<file path="config.mk">
export PLATFORM = sky130hd
export DESIGN_NAME = ram_port_arbiter
export DESIGN_NICKNAME = d
export VERILOG_FILES = /design/src/rtl/ram_port_arbiter.sv
export SDC_FILE = /design/constraint.sdc
export NUM_CORES = 1
export LEC_CHECK = 0
export BUFFER_PORTS_ARGS = -buffer_cell sky130_fd_sc_hd__buf_2
export CAP_MARGIN = 20
export CORE_ASPECT_RATIO = 1.4
export CORE_MARGIN = 2
export CORE_UTILIZATION = 36
export CTS_CLUSTER_DIAMETER = 80
export DETAILED_ROUTE_END_ITERATION = 6
export PLACE_DENSITY = 0.78
export SYNTH_ARGS = -nofsm -noshare
export SYNTH_HDL_FRONTEND = slang
export SYNTH_SLANG_ARGS = --single-unit
</file>
<file path="constraint.sdc">
create_clock -name clk -period 1.59 [get_ports clk]
set_clock_uncertainty 0.2 [all_clocks]
set_input_delay 0.0795 -clock clk [delete_from_list [all_inputs] [get_ports clk]]
set_output_delay 0.0795 -clock clk [all_outputs]
set_load 0.02 [all_outputs]
</file>
<file path="src/rtl/ram_port_arbiter.sv">
// Round-robin arbiter sharing one simple-dual-port block RAM between requesters A and B.
// Optional power-up clear sweep enabled by defining RAM_ARB_CLEAR_EN.
`timescale 1ns/1ps
module ram_port_arbiter #(
  parameter int                ADDR_W    = 9,
  parameter int                DATA_W    = 32,
  parameter logic [DATA_W-1:0] CLEAR_VAL = '0
) (
  input  logic              clk,
  input  logic              rst_n,
  input  logic              a_req,
  input  logic              a_we,
  input  logic [ADDR_W-1:0] a_addr,
  input  logic [DATA_W-1:0] a_wdata,
  output logic              a_gnt,
  output logic              a_rvalid,
  output logic [DATA_W-1:0] a_rdata,
  input  logic              b_req,
  input  logic              b_we,
  input  logic [ADDR_W-1:0] b_addr,
  input  logic [DATA_W-1:0] b_wdata,
  output logic              b_gnt,
  output logic              b_rvalid,
  output logic [DATA_W-1:0] b_rdata,
  output logic              ram_wren,
  output logic [ADDR_W-1:0] ram_wraddr,
  output logic [DATA_W-1:0] ram_di,
  output logic              ram_rden,
  output logic [ADDR_W-1:0] ram_rdaddr,
  input  logic [DATA_W-1:0] ram_do,
  output logic              busy
);

  logic              last_b_q, last_b_d;
  logic              a_rvalid_q, a_rvalid_d, b_rvalid_q, b_rvalid_d;
  logic [DATA_W-1:0] a_hold_q, a_hold_d, b_hold_q, b_hold_d;
  logic              run;

`ifdef RAM_ARB_CLEAR_EN
  typedef enum logic {S_CLEAR, S_RUN} state_t;
  state_t            state_q, state_d;
  logic [ADDR_W-1:0] clr_addr_q, clr_addr_d;
  logic              sweep;

  always_ff @(posedge clk or negedge rst_n) begin
    if (!rst_n) begin
      state_q    <= S_CLEAR;
      clr_addr_q <= '0;
    end else begin
      state_q    <= state_d;
      clr_addr_q <= clr_addr_d;
    end
  end

  always_comb begin
    state_d    = state_q;
    clr_addr_d = clr_addr_q;
    if (state_q == S_CLEAR) begin
      clr_addr_d = clr_addr_q + 1'b1;
      if (clr_addr_q == {ADDR_W{1'b1}}) state_d = S_RUN;
    end
  end

  assign run   = (state_q == S_RUN);
  // Write enable must read 0 while reset is held, even though the state sits in CLEAR.
  assign sweep = (state_q == S_CLEAR) & rst_n;
  assign busy  = ~run;
`else
  assign run  = 1'b1;
  assign busy = 1'b0;
`endif

  // Gated by rst_n so no grant escapes while reset is asserted with a request pending.
  assign a_gnt = run & rst_n & a_req & (~b_req | last_b_q);
  assign b_gnt = run & rst_n & b_req & (~a_req | ~last_b_q);

  always_comb begin
    ram_wren   = 1'b0;
    ram_wraddr = '0;
    ram_di     = '0;
    ram_rden   = 1'b0;
    ram_rdaddr = '0;
`ifdef RAM_ARB_CLEAR_EN
    if (sweep) begin
      ram_wren   = 1'b1;
      ram_wraddr = clr_addr_q;
      ram_di     = CLEAR_VAL;
    end else
`endif
    if (a_gnt) begin
      if (a_we) begin
        ram_wren   = 1'b1;
        ram_wraddr = a_addr;
        ram_di     = a_wdata;
      end else begin
        ram_rden   = 1'b1;
        ram_rdaddr = a_addr;
      end
    end else if (b_gnt) begin
      if (b_we) begin
        ram_wren   = 1'b1;
        ram_wraddr = b_addr;
        ram_di     = b_wdata;
      end else begin
        ram_rden   = 1'b1;
        ram_rdaddr = b_addr;
      end
    end
  end

  always_comb begin
    last_b_d   = last_b_q;
    if (a_gnt) last_b_d = 1'b0;
    if (b_gnt) last_b_d = 1'b1;
    a_rvalid_d = a_gnt & ~a_we;
    b_rvalid_d = b_gnt & ~b_we;
    a_hold_d   = a_rvalid_q ? ram_do : a_hold_q;
    b_hold_d   = b_rvalid_q ? ram_do : b_hold_q;
  end

  always_ff @(posedge clk or negedge rst_n) begin
    if (!rst_n) begin
      last_b_q   <= 1'b1;
      a_rvalid_q <= 1'b0;
      b_rvalid_q <= 1'b0;
      a_hold_q   <= '0;
      b_hold_q   <= '0;
    end else begin
      last_b_q   <= last_b_d;
      a_rvalid_q <= a_rvalid_d;
      b_rvalid_q <= b_rvalid_d;
      a_hold_q   <= a_hold_d;
      b_hold_q   <= b_hold_d;
    end
  end

  // The RAM output register already holds the data, so pass it straight through on the valid cycle.
  assign a_rvalid = a_rvalid_q;
  assign b_rvalid = b_rvalid_q;
  assign a_rdata  = a_rvalid_q ? ram_do : a_hold_q;
  assign b_rdata  = b_rvalid_q ? ram_do : b_hold_q;

endmodule

</file>
==> summary.txt, run 1 <==
Vias/cell = 5.31
Synthesized Nets = 339
Via count = 3483
Commonest non-fill, non-tap cells in the layout = buf_2, buf_6, dfrtp_1
Required @ worst endpoint = 1.31 ns
Top cell type's share of synthesized area = 52.6%
Area leader, netlist = dfrtp_1
Area Growth Syn to Fin = 111%
Synth Area per Inst = 14.3 sq um
Clk Latency, worst-skew pair = 0.32 ns
P_leak = 3.36 nW
Post-synthesis register bit count = 67
Kind of critical path = flip-flop to primary output
Layout cell share with drive strength beyond 1 = 73.5%
Status = complete, but fails checks
DP Worst Slack = -0.120 ns
Dominant cells by area after synthesis = dfrtp_1, mux2_2, a22o_1
Tot GR Track Use = 26.8%
Gr ovfl total = 0
Wire length per cell = 22.4 microns
Hold worst-path end = b_rvalid
Sequential element share of the synthesized area = 53.4%
Worst Hold Slack = -0.0876 ns
Top cell by count, worst path = buf_6
Core ar. = 8510 sq um
Routed Antenna Nets = 0
Netlist cell types = 24
CTS Buf Count = 9
RR Endpoint = a_hold_q[21]
Drt total wl = 14700 microns
IO Pins = 241
DR pass1 iterations = 4
Die Area = 9500 sq um
Final Hold Fails = 1
Clock power frac = 26.5%
CP bufs+invs = 4
Cell internal pwr = 0.00545 W
Die H = 115 microns
# port buffers = 239
Die Width = 82.9 microns
Cell Pwr Density = 1200 nW/um^2
NumNets Final = 666
CTS clock-pin slew for the worst setup and hold paths = 0.05 ns
Slew Limit Fails = 0
DRT iter0 DRCs = 196
RSZ-0062 raised after global routing = yes
Synth warn = 0
TritonCTS clock tree = yes
Sw Share = 31.4%
CP Cell Sequence = inv_4 -> a211oi_4 -> buf_6 -> clkbuf_16 -> a22o_1 -> buf_6
Worst hold start = b_we
H-Tree Depth = 3
R2R Setup Slk = 0 ns
Bufs on Longest Clock Path = 2
R2R depth = 5
Failing checks = hold timing, setup timing
# diodes = 0
First-pass GRT wire length = 19300 microns
Slew @ Worst Pin = 0.812 ns
Post-DP HPWL = 7370 microns
Clk sinks = 67
Pin count of the biggest net entering global routing = 67
Row Count = 40
Gate power share = 44.8%
Hold depth = 3
Initial Util = 36.9%
Tcrit/Tclk final = 129%
Vias in the first global route = 3563
Cells after synthesis = 219
# DRC = 0
Most common cell after layout, fill and taps aside = buf_2
Peak supply drop = 873 uV
Crit-path max cell delay = 0.57 ns
Startpoint types = flip-flop
Critical path fanouts, max = 9
Routability cong. = 0.888
Worst setup EP type = primary output
Max transition margin = 45.9%
Max-cap viol count = 0
F_max = 488 MHz
Mapped Area = 3140 sq um
Clock root buffer = clkbuf_16
Hold WC Path Type = primary input to flip-flop
Number of setup violations in the final report = 118
Worst EP arrival = 1.77 ns
Net load switching power = 0.00250 W
Minimum clock period = 2.05 ns
Reg power frac = 28.7%
Slowest stage cell on the critical path = dfstp_2
Setup ws final = -0.460 ns
Crit path max-delay family = flip-flops
Initial antenna violation count = 1
Reg-to-reg critical path startpoint = a_rvalid
state kept, by name, indices dropped and copies added, names as in the netlist:
signal and count:
a_hold_q 32, last_b_q 1, b_hold_q 32, a_rvalid 1, b_rvalid 1
metal layers:
| layer | vias to the layer above | wire length [microns] | track usage, % |
|---|---|---|---|
| met1 | 1703 | 4870 | 27.4 |
| met5 | - | 0 | 0 |
| met4 | 0 | 621 | 11.0 |
| li1 | 1496 | - | - |
| met2 | 238 | 8320 | 52.4 |
| met3 | 46 | 878 | 5.48 |
final cells by class:
class | instances | area (sq um)
clock buffer | 10 | 229
clock inverter | 6 | 90.1
timing repair buffer | 338 | 2950
sequential | 67 | 1680
tap | 105 | 131
multi-input combinational | 128 | 1540
fill | 473 | 1870
inverter | 2 | 10.0
per-stage QoR:
| step | area, sq um | std cells | util [%] | total power, W | TNS (ns) |
|---|---|---|---|---|---|
| after floorplan | 3170 | 219 | - | 0.00356 | -1.78 |
| after global placement | 4500 | 555 | 52.9 | 0.00430 | -3.93 |
| after detailed placement | 4500 | 555 | 52.9 | 0.00437 | -4.43 |
| after CTS | 6100 | 634 | 71.7 | 0.00728 | -34.76 |
| after global routing | 6630 | 656 | 78.0 | 0.00825 | -37.16 |
| final | 6630 | 656 | 78.0 | 0.00795 | -31.47 |
power groups by stage:
stage	Clock (W)	Sequential (W)	Combinational, W
finish	0.00211	0.00228	0.00356
global route	0.00225	0.00231	0.00369
CTS	0.00214	0.00224	0.00290
detailed placement	0	0.00226	0.00212
global placement	0	0.00223	0.00207
floorplan	0	0.00222	0.00135
synth_stat cells:
| library cell | count |
|---|---|
| nor3b_1 | 1 |
| a211oi_4 | 1 |
| or2_2 | 1 |
| a22o_1 | 30 |
| dfrtp_1 | 66 |
| nand2_1 | 3 |
| buf_6 | 9 |
| clkbuf_1 | 3 |
| and2_1 | 1 |
| mux2_2 | 60 |
| dfstp_2 | 1 |
| a22o_4 | 1 |
| a21oi_1 | 3 |
| and4_1 | 1 |
| a22o_2 | 1 |
| conb_1 | 1 |
| inv_2 | 1 |
| mux2_1 | 4 |
| inv_1 | 1 |
| o21ba_2 | 1 |
| and3_2 | 1 |
| a32o_1 | 18 |
| buf_4 | 2 |
| buf_2 | 8 |
kinds of logic after synthesis:
logic type	share of synthesized area, %
AOI/OAI and AO/OA	16.4
buffers and inverters	5.58
DFF	53.4
muxes	22.9
other	0.119
and+or+nand+nor	1.51
tightest hold or removal path, cell delays in order:
cell     delay [ns]
buf_2          0.12
nor3b_4        0.06
buf_12         0.14
worst max-delay path by stage:
stage | startpoint | end | cells past startpoint
after floorplan | last_b_q | ram_di[12] | 4
after global placement | last_b_q | ram_di[24] | 5
after detailed placement | last_b_q | ram_di[8] | 5
after CTS | last_b_q | ram_rden | 5
after global routing | last_b_q | ram_di[24] | 5
final | last_b_q | ram_di[8] | 6
what timing repair did:
item	CTS	global route
cloned	10	4
setup endpoints to repair	117	185
buffers inserted	19	25
endpoints found under the hold margin	134	3
gates resized for setup	195	122
pin swaps	9	4
hold buffers	35	2
(Power assumes the default switching activity.)
==> run 2, diff against run 1 <==
Settings changed: CTS_CLUSTER_SIZE from default to 14, GPL_TIMING_DRIVEN from default to 0, SETUP_SLACK_MARGIN from default to 0.02.
==> run 2 against run 1 <==
The flow still finishes with violations (hold timing, setup timing); die area stayed put; sequential share of layout area down 0.81 points; global-route usage grew 0.42 points; flip-flop and latch count did not move; setup slack got worse by 0.069 ns; fmax is 3.2% lower; power is 2.9% lower; wire length is 4.4% lower; register-to-register slack got worse by 0.03 ns; count of clock-buffer cells in the layout grew 1; critical endpoint is now ram_di[16].
==> summary.txt, run 2 (synthesis results as in run 1) <==
Hold WC Path Type = primary input to asynchronous set/reset pin
Die H = 115 microns (unchanged)
Initial antenna violation count = 0 (-1)
Status = complete, but fails checks
DRT iter0 DRCs = 118 (-40%)
Bufs on Longest Clock Path = 2 (unchanged)
NumNets Final = 678 (+1.8%)
Layout cell share with drive strength beyond 1 = 75.8% (+2.3 points)
Tot GR Track Use = 27.2% (+0.42 points)
Slew @ Worst Pin = 0.537 ns (-0.275 ns)
Tcrit/Tclk final = 133% (+4.3 points)
Peak supply drop = 835 uV (-4.4%)
Die Width = 82.9 microns (unchanged)
CTS clock-pin slew for the worst setup and hold paths = 0.05 ns (about the same)
Crit-path max cell delay = 0.58 ns (about the same)
Initial Util = 36.9% (unchanged)
# DRC = 0 (unchanged)
Reg-to-reg critical path startpoint = a_rvalid
Setup ws final = -0.529 ns (-0.0687 ns)
R2R Setup Slk = -0.03 ns (-0.03 ns)
CTS Buf Count = 9 (unchanged)
R2R depth = 5 (unchanged)
Slowest stage cell on the critical path = dfstp_2
Via count = 3428 (-1.6%)
Slew Limit Fails = 0 (unchanged)
P_leak = 3.50 nW (+4.5%)
Gr ovfl total = 0 (unchanged)
Commonest non-fill, non-tap cells in the layout = buf_6, buf_2, mux2_4, dfrtp_1, dlygate4sd3_1
Cell internal pwr = 0.00525 W (-3.7%)
Post-DP HPWL = 8230 microns (+12%)
Vias in the first global route = 3571 (+0.22%)
Worst EP arrival = 1.84 ns (+0.07 ns)
Clk Latency, worst-skew pair = 0.32 ns (about the same)
Top cell by count, worst path = buf_6
Largest regs = a_hold_q: 32 flops, b_hold_q: 32 flops
Final Hold Fails = 68 (+67)
Core ar. = 8510 sq um (unchanged)
Final core occ = 80.5% (+2.6 points)
TritonCTS clock tree = yes
Worst Hold Slack = -0.522 ns (-0.435 ns)
TNS Setup = -38.42 ns (-6.95 ns)
Pin count of the biggest net entering global routing = 72 (+7.5%)
IO Pins = 241 (unchanged)
Wire length per cell = 21.0 microns (-6.3%)
RSZ-0062 raised after global routing = yes
DP Worst Slack = -0.682 ns (-0.561 ns)
Clock power frac = 22.6% (-3.9 points)
Reg power frac = 29.7% (+1.0 points)
First-pass GRT wire length = 19600 microns (+2.0%)
Startpoint types = flip-flop
Most common cell after layout, fill and taps aside = buf_6
Routability cong. = 0.805 (-9.3%)
Row Count = 40 (unchanged)
Minimum clock period = 2.12 ns (+0.0687 ns)
Sw Share = 32.0% (+0.60 points)
CP Cell Sequence = inv_4 -> a211oi_4 -> buf_4 -> buf_6 -> a22o_1 -> buf_6
Hold_buf cts = 34 (-2.9%)
Gate power share = 47.8% (+3.0 points)
Area Growth Syn to Fin = 118%
Drt total wl = 14000 microns (-4.4%)
Max transition margin = 64.2% (+18 points)
H-Tree Depth = 3 (unchanged)
Critical path fanouts, max = 5 (-4)
Worst setup EP type = primary output
Die Area = 9500 sq um (unchanged)
Kind of critical path = flip-flop to primary output
RR Endpoint = a_hold_q[23]
Number of setup violations in the final report = 121 (+2.5%)
Vias/cell = 5.12 (-3.5%)
Failing checks = hold timing, setup timing
Routed Antenna Nets = 0 (unchanged)
F_max = 472 MHz (-3.2%)
Net load switching power = 0.00247 W (-1.0%)
Max-cap viol count = 0 (unchanged)
DR pass1 iterations = 4 (unchanged)
Required @ worst endpoint = 1.31 ns (about the same)
Clock root buffer = clkbuf_16
# port buffers = 238 (-0.42%)
Clk sinks = 67 (unchanged)
Cell Pwr Density = 1130 nW/um^2 (-6.0%)
[run 2: repair_timing]
| item | 4_1_cts | 5_1_grt |
|---|---|---|
| buffers inserted | 29 | 24 |
| hold endpoints to repair | 133 | 68 |
| gates resized for setup | 245 | 124 |
| gates cloned | 8 | 2 |
| pin swaps | 8 | 15 |
| endpoints found under the setup margin | 168 | 120 |
[run 2: layout make-up]
class	count	area [sq um]
Inverter	2	10.0
Clock buffer	11	233
Tap cell	105	131
Timing Repair Buffer	333	2950
Multi-Input combinational cell	128	1600
Buffer	17	215
Antenna cell	1	2.50
Fill cell	475	1660
Sequential cell	67	1680
Clock inverter	5	30.0
[run 2: worst max path at each step]
stage | slack (ns) | endpoint | start
3_3_place_gp | -1.12 | ram_di[16] | rst_n
5_1_grt | -0.58 | ram_di[16] | last_b_q
4_1_cts | -0.53 | ram_di[23] | last_b_q
3_5_place_dp | -0.68 | ram_di[16] | rst_n
6_report | -0.53 | ram_di[16] | last_b_q
2_1_floorplan | -0.03 | ram_di[12] | last_b_q
[run 2: power by group through the flow]
stage | Clock, W | Combinational [W] | Sequential [W]
2_1_floorplan | 0 | 0.00135 | 0.00222
3_3_place_gp | 0 | 0.00208 | 0.00223
3_5_place_dp | 0 | 0.00213 | 0.00226
4_1_cts | 0.00178 | 0.00299 | 0.00225
5_1_grt | 0.00188 | 0.00384 | 0.00232
6_report | 0.00174 | 0.00369 | 0.00229
[run 2: metrics by stage]
stage	power, W	instances	area [sq um]
CTS	0.00702	647	6290
global placement	0.00431	562	4510
floorplan	0.00357	219	3190
global route	0.00805	668	6850
detailed placement	0.00439	562	4510
finish	0.00772	669	6850
[run 2: metal layers]
| metal | global-route usage, % | vias up | part of all wire [%] |
|---|---|---|---|
| li1 | - | 1519 | - |
| met1 | 31.4 | 1682 | 38 |
| met2 | 49.7 | 201 | 54 |
| met3 | 5.19 | 26 | 5.9 |
| met4 | 10.4 | 0 | 2.2 |
| met5 | 0 | - | 0 |
[run 2: critical path, delay by kind of cell (launching register included)]
family          cells  cell delay [ns]
compound gates      2             0.45
buf+inv             4             0.49
flops               1             0.58
==> run 3, diff against run 2 <==
Settings changed: CORE_ASPECT_RATIO 1.4 to default, CORE_UTILIZATION 36 to 40, PLACE_DENSITY 0.78 to 0.82.
Clock period 1.59 ns to 2.2 ns, I/O delays scaled along.
==> run 3 against run 2 <==
The flow finishes with violations (hold timing); register-to-register slack better by 0.63 ns; via count is 9.7% lower; final cell count is 7.9% lower; flip-flop and latch count stayed put; wire length is 23% lower; sequential power is 30% lower; power is 42% lower; non-clock buffer count is 49 lower; utilization is 11 points lower; largest power group unchanged; highest routed layer unchanged.
==> summary.txt, run 3 (synthesis results as in run 1) <==
Failing checks = hold timing
Final Hold Fails = 67 (-1.5%)
Vias/cell = 5.03 (-1.9%)
Tcrit/Tclk final = 96.8%
Sw Share = 33.3% (+1.3 points)
Drt total wl = 10900 microns (-23%)
Via count = 3096 (-9.7%)
Peak supply drop = 430 uV (-48%)
Core ar. = 7650 sq um (-10%)
Routability cong. = 0.897 (+11%)
Gr ovfl total = 0 (unchanged)
Max-cap viol count = 0 (unchanged)
Die H = 92.6 microns (-19%)
# DRC = 0 (unchanged)
CTS Buf Count = 9 (unchanged)
Tot GR Track Use = 24.2% (-3.0 points)
Cell internal pwr = 0.00298 W (-43%)
Worst EP arrival = 1.82 ns (-0.02 ns)
Row Count = 32 (-20%)
Cell Pwr Density = 840 nW/um^2 (-25%)
Initial Util = 41.1% (+4.2 points)
DR pass1 iterations = 5 (+1)
P_leak = 2.70 nW (-23%)
Most common cell after layout, fill and taps aside = buf_2
Slew Limit Fails = 0 (unchanged)
IO Pins = 241 (unchanged)
Net load switching power = 0.00149 W (-40%)
Gate power share = 36.7% (-11 points)
Power after layout = 0.00447 W (-42%)
First-pass GRT wire length = 15800 microns (-19%)
# port buffers = 238 (unchanged)
Clock power frac = 27.4% (+4.8 points)
Hold_buf cts = 35 (+2.9%)
Die Area = 8580 sq um (-9.7%)
Clk sinks = 67 (unchanged)
R2R Setup Slk = 0.60 ns (+0.63 ns)
Kind of critical path = flip-flop to primary output
Initial antenna violation count = 0 (unchanged)
H-Tree Depth = 3 (unchanged)
DRT iter0 DRCs = 180 (+53%)
Commonest non-fill, non-tap cells in the layout = buf_2, dfrtp_1, mux2_2
Pin count of the biggest net entering global routing = 72 (unchanged)
Required @ worst endpoint = 1.89 ns (+0.58 ns)
Number of setup violations in the final report = 0 (-100%)
RSZ-0062 raised after global routing = yes
Bufs on Longest Clock Path = 2 (unchanged)
F_max = 470 MHz
Clk Latency, worst-skew pair = 0.33 ns (about the same)
Critical path fanouts, max = 5 (unchanged)
Minimum clock period = 2.13 ns
Largest regs = a_hold_q: 32 flops, b_hold_q: 32 flops
NumNets Final = 629 (-7.2%)
Vias in the first global route = 3083 (-14%)
Clock root buffer = clkbuf_8
Post-DP HPWL = 8040 microns (-2.3%)
TritonCTS clock tree = yes
Area Growth Syn to Fin = 69.4%
Worst setup EP type = primary output
# diodes = 0 (-1)
Wire length per cell = 17.6 microns (-16%)
Reg power frac = 35.9% (+6.2 points)
Startpoint types = flip-flop
Status = complete, but fails checks
Hold WC Path Type = primary input to asynchronous set/reset pin
Layout cell share with drive strength beyond 1 = 68.1% (-7.8 points)
CTS clock-pin slew for the worst setup and hold paths = 0.08 ns (+0.03 ns)
Die Width = 92.6 microns (+12%)
Worst Hold Slack = -0.493 ns (+0.0291 ns)
Routed Antenna Nets = 0 (unchanged)
## run 3: worst paths after layout
kind / from / end / cells past startpoint
hold / removal: rst_n / b_hold_q[21] / 1
min in group clk: b_req / b_rvalid / 4
setup reg to reg: last_b_q / last_b_q / 3
setup / recovery: last_b_q / ram_di[10] / 6
max in group asynchronous: rst_n / last_b_q / 1
hold reg to reg: b_hold_q[6] / b_hold_q[6] / 1
## run 3: area by class of cell
cell class | count | area, sq um
fillers | 554 | 2330
repair buffers | 279 | 1770
clock inverters | 6 | 111
plain buffers | 22 | 195
multi-input cells | 128 | 1310
well taps | 102 | 128
flip-flops and latches | 67 | 1680
clock buffers | 10 | 128
inverters | 2 | 7.51
## run 3: timing repair
item,CTS,global route
pin swaps,2,7
resized for setup,6,75
buffers inserted,3,2
hold endpoints to repair,133,67
endpoints found under the setup margin,52,65
gates cloned,0,1
## run 3: critical path: stages, from the launching register on
cell and delay, ns:
dfstp_2 0.56, inv_2 0.06, a211oi_4 0.27, buf_6 0.16, buf_4 0.14, a22o_1 0.16
buf_6 0.12
## run 3: stage by stage
step / util, % / area (sq um) / instances / worst slack, ns / setup TNS, ns
global placement: 58.3 / 4460 / 559 / -0.690 / -33.03
floorplan: - / 3140 / 219 / 0.521 / 0
finish: 69.6 / 5320 / 616 / 0.0708 / 0
detailed placement: 58.3 / 4460 / 559 / -0.244 / -8.16
CTS: 66.6 / 5090 / 613 / 0.0114 / 0
global route: 69.6 / 5320 / 616 / -0.0285 / -0.0494
## run 3: layer usage
metal | vias to the layer above | wire [microns] | GRT usage [%]
li1 | 1416 | - | -
met1 | 1476 | 4100 | 27.9
met2 | 180 | 5660 | 43.4
met3 | 24 | 880 | 6.27
met4 | 0 | 208 | 8.46
met5 | - | 0 | 0
## run 3: power by group through the flow
stage	Combinational [W]	Clock [W]	Sequential (W)
2_1_floorplan	0.000963	0	0.00160
3_3_place_gp	0.00149	0	0.00161
3_5_place_dp	0.00153	0	0.00163
4_1_cts	0.00159	0.00125	0.00161
5_1_grt	0.00174	0.00132	0.00163
6_report	0.00164	0.00122	0.00160
